==> src/rtl/dmem_arbiter_if.sv <==
// Requester-side bundle for one data-memory client of dmem_arbiter (core or DMA).
// The x_fault return wire exists only when DMEM_ARB_FAULT_EN is defined.
interface dmem_arbiter_if #(
   parameter int DM_ADDRESS = 9,
   parameter int DATA_W     = 32
);
   logic                  req;
   logic                  we;
   logic                  lock;
   logic [DM_ADDRESS-1:0] addr;
   logic [DATA_W-1:0]     wd;
   logic [2:0]            funct3;
   logic                  gnt;
   logic                  rvalid;
   logic [DATA_W-1:0]     rd;
`ifdef DMEM_ARB_FAULT_EN
   logic                  fault;

   modport master (output req, we, lock, addr, wd, funct3,
                   input  gnt, rvalid, rd, fault);
   modport slave  (input  req, we, lock, addr, wd, funct3,
                   output gnt, rvalid, rd, fault);
`else
   modport master (output req, we, lock, addr, wd, funct3,
                   input  gnt, rvalid, rd);
   modport slave  (input  req, we, lock, addr, wd, funct3,
                   output gnt, rvalid, rd);
`endif
endinterface

==> src/rtl/dmem_arbiter.sv <==
// Round-robin arbiter sharing one data-memory port between core (c) and DMA (d), with capped lock bursts.
// Optional DMEM_ARB_FAULT_EN: misaligned accesses are granted but suppressed and reported via x_fault.
module dmem_arbiter #(
   parameter int DM_ADDRESS = 9,
   parameter int DATA_W     = 32,
   parameter int MAX_BURST  = 8
) (
   input  logic                  clk,
   input  logic                  reset,
   dmem_arbiter_if.slave         c,
   dmem_arbiter_if.slave         d,
   output logic                  MemRead,
   output logic                  MemWrite,
   output logic [DM_ADDRESS-1:0] a,
   output logic [DATA_W-1:0]     wd,
   output logic [2:0]            Funct3,
   input  logic [DATA_W-1:0]     rd
);

   localparam int CNT_W = $clog2(MAX_BURST + 1);

   typedef enum logic [1:0] {IDLE, OWN_C, OWN_D} state_t;

   state_t             state_q, state_d;
   logic               prioD_q, prioD_d;
   logic [CNT_W-1:0]   burstCnt_q, burstCnt_d;
   logic [CNT_W-1:0]   burstInc;
   logic               cGnt, dGnt;
   logic               cMis, dMis;
   logic               cRvalid_q, dRvalid_q;
   logic [DATA_W-1:0]  cRd_q, dRd_q;
   logic               cFault_q, dFault_q;

`ifdef DMEM_ARB_FAULT_EN
   function automatic logic misaligned(input logic [2:0] f, input logic [1:0] lo);
      logic half, word;
      half = (f[1:0] == 2'b01) && lo[0];
      word = (f == 3'b010) && (lo != 2'b00);
      return half || word;
   endfunction

   assign cMis    = misaligned(c.funct3, c.addr[1:0]);
   assign dMis    = misaligned(d.funct3, d.addr[1:0]);
   assign c.fault = cFault_q;
   assign d.fault = dFault_q;
`else
   assign cMis = 1'b0;
   assign dMis = 1'b0;
`endif

   assign burstInc = burstCnt_q + CNT_W'(1);

   // Grant selection and ownership tracking; the lock owner is only released on drop or cap.
   always_comb begin
      cGnt       = 1'b0;
      dGnt       = 1'b0;
      state_d    = state_q;
      prioD_d    = prioD_q;
      burstCnt_d = burstCnt_q;
      if (!reset) begin
         unique case (state_q)
            IDLE: begin
               if (c.req && (!d.req || !prioD_q)) begin
                  cGnt    = 1'b1;
                  prioD_d = 1'b1;
                  if (c.lock) begin
                     state_d    = OWN_C;
                     burstCnt_d = CNT_W'(1);
                  end
               end else if (d.req) begin
                  dGnt    = 1'b1;
                  prioD_d = 1'b0;
                  if (d.lock) begin
                     state_d    = OWN_D;
                     burstCnt_d = CNT_W'(1);
                  end
               end
            end
            OWN_C: begin
               if (c.req && c.lock) begin
                  cGnt       = 1'b1;
                  burstCnt_d = burstInc;
               end
               if (!(c.req && c.lock) || burstInc == CNT_W'(MAX_BURST)) begin
                  state_d    = IDLE;
                  prioD_d    = 1'b1;
                  burstCnt_d = '0;
               end
            end
            OWN_D: begin
               if (d.req && d.lock) begin
                  dGnt       = 1'b1;
                  burstCnt_d = burstInc;
               end
               if (!(d.req && d.lock) || burstInc == CNT_W'(MAX_BURST)) begin
                  state_d    = IDLE;
                  prioD_d    = 1'b0;
                  burstCnt_d = '0;
               end
            end
            default: state_d = IDLE;
         endcase
      end
   end

   // Memory-side mux: everything zero when nobody is granted, strobes also masked by a fault.
   always_comb begin
      MemRead  = 1'b0;
      MemWrite = 1'b0;
      a        = '0;
      wd       = '0;
      Funct3   = '0;
      if (cGnt) begin
         MemRead  = !c.we && !cMis;
         MemWrite = c.we && !cMis;
         a        = c.addr;
         wd       = c.wd;
         Funct3   = c.funct3;
      end else if (dGnt) begin
         MemRead  = !d.we && !dMis;
         MemWrite = d.we && !dMis;
         a        = d.addr;
         wd       = d.wd;
         Funct3   = d.funct3;
      end
   end

   always_ff @(posedge clk or posedge reset) begin
      if (reset) begin
         state_q    <= IDLE;
         prioD_q    <= 1'b0;
         burstCnt_q <= '0;
      end else begin
         state_q    <= state_d;
         prioD_q    <= prioD_d;
         burstCnt_q <= burstCnt_d;
      end
   end

   // Read data returns one cycle after the grant; rd is held between reads.
   always_ff @(posedge clk or posedge reset) begin
      if (reset) begin
         cRvalid_q <= 1'b0;
         dRvalid_q <= 1'b0;
         cRd_q     <= '0;
         dRd_q     <= '0;
         cFault_q  <= 1'b0;
         dFault_q  <= 1'b0;
      end else begin
         cRvalid_q <= cGnt && !c.we && !cMis;
         dRvalid_q <= dGnt && !d.we && !dMis;
         cFault_q  <= cGnt && cMis;
         dFault_q  <= dGnt && dMis;
         if (cGnt && !c.we && !cMis) cRd_q <= rd;
         if (dGnt && !d.we && !dMis) dRd_q <= rd;
      end
   end

   assign c.gnt    = cGnt;
   assign d.gnt    = dGnt;
   assign c.rvalid = cRvalid_q;
   assign d.rvalid = dRvalid_q;
   assign c.rd     = cRd_q;
   assign d.rd     = dRd_q;

endmodule

==> src/flat_wrapper.sv <==
// flat-port wrapper written by rule: the top's interface ports become plain ports
module dmem_arbiter_flat 
#(
   parameter int DM_ADDRESS = 9,
   parameter int DATA_W     = 32,
   parameter int MAX_BURST  = 8
)
  (clk, reset, MemRead, MemWrite, a, wd, Funct3, rd, c_req, c_we, c_lock, c_addr, c_wd, c_funct3, c_gnt, c_rvalid, c_rd, d_req, d_we, d_lock, d_addr, d_wd, d_funct3, d_gnt, d_rvalid, d_rd);
  dmem_arbiter_if #(.DM_ADDRESS(DM_ADDRESS), .DATA_W(DATA_W)) c_i ();
  dmem_arbiter_if #(.DM_ADDRESS(DM_ADDRESS), .DATA_W(DATA_W)) d_i ();
  input  logic clk;
  input  logic reset;
  output logic MemRead;
  output logic MemWrite;
  output logic [DM_ADDRESS-1:0] a;
  output logic [DATA_W-1:0] wd;
  output logic [2:0] Funct3;
  input  logic [DATA_W-1:0] rd;
  input wire logic [$bits(c_i.req)-1:0] c_req;
  input wire logic [$bits(c_i.we)-1:0] c_we;
  input wire logic [$bits(c_i.lock)-1:0] c_lock;
  input wire logic [$bits(c_i.addr)-1:0] c_addr;
  input wire logic [$bits(c_i.wd)-1:0] c_wd;
  input wire logic [$bits(c_i.funct3)-1:0] c_funct3;
  output wire logic [$bits(c_i.gnt)-1:0] c_gnt;
  output wire logic [$bits(c_i.rvalid)-1:0] c_rvalid;
  output wire logic [$bits(c_i.rd)-1:0] c_rd;
  input wire logic [$bits(d_i.req)-1:0] d_req;
  input wire logic [$bits(d_i.we)-1:0] d_we;
  input wire logic [$bits(d_i.lock)-1:0] d_lock;
  input wire logic [$bits(d_i.addr)-1:0] d_addr;
  input wire logic [$bits(d_i.wd)-1:0] d_wd;
  input wire logic [$bits(d_i.funct3)-1:0] d_funct3;
  output wire logic [$bits(d_i.gnt)-1:0] d_gnt;
  output wire logic [$bits(d_i.rvalid)-1:0] d_rvalid;
  output wire logic [$bits(d_i.rd)-1:0] d_rd;
  assign c_i.req = c_req;
  assign c_i.we = c_we;
  assign c_i.lock = c_lock;
  assign c_i.addr = c_addr;
  assign c_i.wd = c_wd;
  assign c_i.funct3 = c_funct3;
  assign c_gnt = c_i.gnt;
  assign c_rvalid = c_i.rvalid;
  assign c_rd = c_i.rd;
  assign d_i.req = d_req;
  assign d_i.we = d_we;
  assign d_i.lock = d_lock;
  assign d_i.addr = d_addr;
  assign d_i.wd = d_wd;
  assign d_i.funct3 = d_funct3;
  assign d_gnt = d_i.gnt;
  assign d_rvalid = d_i.rvalid;
  assign d_rd = d_i.rd;
  dmem_arbiter #(.DM_ADDRESS(DM_ADDRESS), .DATA_W(DATA_W), .MAX_BURST(MAX_BURST)) u_core (.clk(clk), .reset(reset), .c(c_i), .d(d_i), .MemRead(MemRead), .MemWrite(MemWrite), .a(a), .wd(wd), .Funct3(Funct3), .rd(rd));
endmodule
==> config.mk <==
export PLATFORM = sky130hd
export DESIGN_NAME = dmem_arbiter_flat
export DESIGN_NICKNAME = d
export VERILOG_FILES = /design/src/rtl/dmem_arbiter_if.sv /design/src/rtl/dmem_arbiter.sv /design/src/flat_wrapper.sv
export SDC_FILE = /design/constraint.sdc
export NUM_CORES = 1
export LEC_CHECK = 0
export ABC_AREA = 1
export ABC_CLOCK_PERIOD_IN_PS = 4070
export CAP_MARGIN = 20
export CORE_MARGIN = 4
export CORE_UTILIZATION = 30
export DETAILED_ROUTE_END_ITERATION = 8
export PLACE_DENSITY = 0.75
export SKIP_CTS_REPAIR_TIMING = 1
export SLEW_MARGIN = 5
export SYNTH_ARGS = -nofsm -noshare
export SYNTH_HDL_FRONTEND = slang
export SYNTH_SLANG_ARGS = --single-unit
==> constraint.sdc <==
create_clock -name clk -period 4.07 [get_ports clk]
set_input_delay 0.407 -clock clk [delete_from_list [all_inputs] [get_ports clk]]
set_output_delay 0.407 -clock clk [all_outputs]
set_load 0.05 [all_outputs]
Yosys cells after proc, flatten, opt, wreduce, memory -nomap -nowiden --
Cells that the tools add are included.
Word-level totals: flip-flop bits (word level) 73, latch bits 0, RAM bits 0, memory bits (read-only) 0, output and inout port bits 114, word-level logic and storage cells 78, memories 0
Cells by class: add/subtract/negate cells 1, $mul 0, div/mod/pow operators 0, order comparisons 0, eq/ne operators 10, shifts and indexed selects 0, multiplexer cells 40, bitwise operators 1, reduce and logical (&&, ||, !) cells 19
Operators by type and width (count):
- 2-to-1 mux 32 bit | 2
- 2-to-1 mux 4 bit | 8
- 2-to-1 mux 9 bit | 2
- 2-to-1 mux 1 bit | 15
- 2-to-1 mux 2 bit | 6
- case mux 4 bit (3 select lines) | 1
- AND reduction 7 bit | 1
- zero test 1 bit | 6
- 2-to-1 mux 3 bit | 2
- != test 3 x 1 -> 1 bit (second input constant) | 2
- != test 3 x 2 -> 1 bit (second input constant) | 2
- case mux 2 bit (3 select lines) | 1
- AND reduction 6 bit | 1
- logical AND 1 bit | 5
- AND reduction 5 bit | 1
- adder 4 x 1 -> 4 bit (second input constant) | 1
- equality test 4 bit (second input constant) | 1
- != test 2 x 1 -> 1 bit (second input constant) | 2
- case mux 1 bit (2 select lines) | 2
- logical OR 1 bit | 3
- != test 3 bit (second input constant) | 1
- case mux 1 bit (3 select lines) | 1
- nonzero test 3 bit | 1
- equality test 2 x 1 -> 1 bit (second input constant) | 1
- other kinds (3) | 3

Depth between registers and ports, before layout --
depth in word-level cells 8, mapped depth 11, mapped depth without buffers 10

Least setup slack after synthesis --
OpenSTA, ideal clock, no wires.
path type input -> output, start in reset, end out Funct3[2], data arrival time 3511 ps, required time 3663 ps, slack 152 ps, stages 3, path through inv_1 -> nand2_2 -> o21ai_0
Between the ends: longest elaborated chain between the ends 3, elaborated cells on any way between the ends 4
Ends and longest elaborated chain:
- start: declaration | line flat_wrapper.sv:12 | input logic reset;
- 2-to-1 mux 1 bit | line dmem_arbiter.sv:60 | if (!reset) begin
- 2-to-1 mux 3 bit | line dmem_arbiter.sv:119 | end else if (dGnt) begin
- 2-to-1 mux 3 bit (*) | line dmem_arbiter.sv:113 | if (cGnt) begin
- end: declaration | line flat_wrapper.sv:17 | output logic [2:0] Funct3;
Mark *: on every way between the ends. The rest lies on a longest branch, timed or not.

Worst setup path after layout --
start reg u_core.state_q[1], end out MemRead
Between the ends: longest elaborated chain between the ends 5, elaborated cells on any way between the ends 9
Ends and longest elaborated chain:
- start: declaration | line dmem_arbiter.sv:24 | state_t state_q, state_d;
- start signal: assignment | line dmem_arbiter.sv:134 | state_q <= state_d;
- equality test 2 bit or zero test 2 bit (tied branches) | line dmem_arbiter.sv:61 | unique case (state_q)
- case mux 1 bit (2 select lines) | line dmem_arbiter.sv:61
- 2-to-1 mux 1 bit | line dmem_arbiter.sv:60
- 2-to-1 mux 1 bit | line dmem_arbiter.sv:119
- 2-to-1 mux 1 bit (*) | line dmem_arbiter.sv:113
- end: declaration | line flat_wrapper.sv:13 | output logic MemRead;
Marked as above.

==> metrics.yaml <==
finalClockSkew_ps: 2.55
io_buffer_count: 241
die_h_um: 121
dieArea_um2: 14700
vias: 3985
cts.clk_slew.worst_paths_ps: 60
status: "finished clean"
crit_type: "reg2out"
power.switching_w: 0.00276
ir_worst_vdd_mv: 0.526
multiInputGateArea_um2: 1780
gp_congestion: 0.823
max_cap_violations: 0
ys_warn_count: 0
required_ps: 3660
p_int_w: 0.00271
reg2reg_setup_slack_ps: 1860
min_path_type: "reg2reg"
power_frac_clock_pct: 16.6
reg2reg_from: "u_core.state_q[1]"
ant_nets: 0
final_cells: 915
fmax_ghz: 0.329
drc: 0
synth_top_area_share_pct: 47.4
clock_sinks: 73
cp_max_fo: 33
cts_buffers: 9
min_from: "u_core.c.rd[26]"
holdPathStages: 2
grt_use_total_pct: 17.7
rsz0062_at_grt: "false"
slew_violations: 0
setup_viol_count_final: 0
tightestPinTransition_ps: 604
p_sw_share_pct: 50.4
fin_crit_sh_pct: 74.8
crit_path_start_kind: "flop"
synth_area_leaders: "dfrtp_1 (47%), nand2_1 (28%), o21ai_2 (4.1%)"
dieWidth_um: 121
p_leak_nw: 3.20
syn_area_per_cell_um2: 7.60
rr_worst_depth: 8
power_frac_comb_pct: 60.3
dp.cells: 899
viasPerCell: 4.36
grt_pass1_wl_um: 20500
holdPathEnd: "u_core.c.rd[26]"
seq_area_um2: 1830
power.total_w: 0.00547
fin_ws_ps: 1030
rows: 41
grt.overflow.total: 0
antenna_found_initial: 0
netlist_instances: 507
period_needed_ps: 3040
grt_pass1_vias: 3914
synth_fp_nets: 641
drt_iter0_markers: 152
clk_latency_ps: 330
start_util_pct: 30.5
mostFrequentLayoutCells: "nand2_1 (290), clkdlybuf4s50_1 (194), dfrtp_1 (73)"
finalHoldViolations: 0
layout_commonest_cell: "nand2_1"
htree_num_levels: 3
num_antenna_cells: 0
dp_hpwl_um: 9770
drtPass1Iterations: 4
p_per_area_nw_per_um2: 832
max-clock-path-buffers: 2
synth-seq-cells: 73
wl_um: 13200
yosysUniqueCellTypes: 26
area_delta_synth_final_pct: 70.6
dp_slack_ps: 949
cp.arrival_ps: 2640
r2r-end: "u_core.d.rd[17]"
slew_headroom_pct: 59.7
cts_tree: "done"
clock-root-buffer: "clkbuf_16"
grt_max_degree: 48
routedWlPerCell_um: 14.5
drive_gt1_share_pct: 15.7
setup_tns_ps: 0
mappedNetlistArea_um2: 3850
seqPwrFrac_pct: 23.2
final_nets: 872
crit_path_end_kind: "output pin"
synth.largest_area_cell: "dfrtp_1"
ys_seq_area_share_pct: 47.4
ioPinCount: 242
core_um2: 12600
fillerInstances: 1208
==> per-layer routing <==
layer	vias up	routed length [um]	track usage, %
met5	-	0	0
met4	0	131	4.20
met3	14	1560	8.67
met2	167	6250	29.0
met1	1769	5300	20.8
li1	2035	-	-
==> cell usage after synthesis <==
cell type,instances
o21ai_2,18
nand3b_1,2
o21ai_0,11
inv_4,1
nand3_1,8
inv_2,1
nor2_1,3
nand4_1,1
o21a_1,1
nand2_2,23
buf_6,7
ha_1,6
buf_8,1
nor2_4,1
nand3_2,2
clkbuf_2,2
nand2_1,290
dfrtp_1,73
o21ai_1,22
a21oi_1,2
buf_2,15
o211ai_1,1
clkinv_2,1
inv_1,13
buf_4,1
nand3_4,1
==> kinds of logic (layout without fill, tap and decap cells) <==
family | after synthesis | after routing | synth area share (%)
simple gates | 331 | 331 | 35.1
flops | 73 | 73 | 47.4
compound gates | 55 | 55 | 9.03
buf+inv | 42 | 278 | 6.49
fa+ha+maj | 6 | 6 | 1.95
==> stage by stage <==
step	util (%)	hold slack, ps	area [um2]
2_1_floorplan	-	460	3850
3_3_place_gp	49.4	452	6230
3_5_place_dp	49.4	457	6230
4_1_cts	52.1	472	6570
5_1_grt	52.1	495	6570
6_report	52.1	468	6570
==> registers in the layout, summed over array words and instances, names as in the netlist <==
register and flops:
u_core.c.rvalid 1, u_core.prioD_q 1, u_core.state_q 2, u_core.d.rvalid 1
u_core.burstCnt_q 4, u_core.c.rd 32, u_core.d.rd 32
==> power groups by stage <==
stage / combinational, W / sequential [W] / clock, W
floorplan: 0.00106 / 0.00239 / 0
global placement: 0.00331 / 0.00126 / 0
detailed placement: 0.00333 / 0.00127 / 0
CTS: 0.00333 / 0.00127 / 0.000927
global route: 0.00350 / 0.00131 / 0.000962
finish: 0.00330 / 0.00127 / 0.000906
==> critical path, cell delays in order, from the launching register on <==
cell	delay, ps
dfrtp_1	400
inv_1	80
ha_1	240
nand3_2	100
nand2_2	50
nand2_2	390
nor2_4	60
inv_2	460
o21ai_0	290
buf_12	230
==> layout make-up <==
cell class              count  area share (%)
repair buffers            246            35.7
flip-flops and latches     73            27.8
multi-input cells         392            27.0
clock buffers              10            3.64
well taps                 172            3.27
clock inverters             6            1.60
inverters                  16           0.990
==> worst max-delay path by stage <==
stage	from	endpoint	slack, ps	cells after the start
final	u_core.state_q[1]	MemRead	1030	9
after detailed placement	d_req	MemRead	950	9
after global placement	d_req	MemRead	1010	9
after CTS	u_core.state_q[1]	MemRead	890	9
after floorplan	reset	Funct3[2]	150	3
after global routing	u_core.state_q[1]	MemRead	690	9
Power figures use the tool's default switching activity.
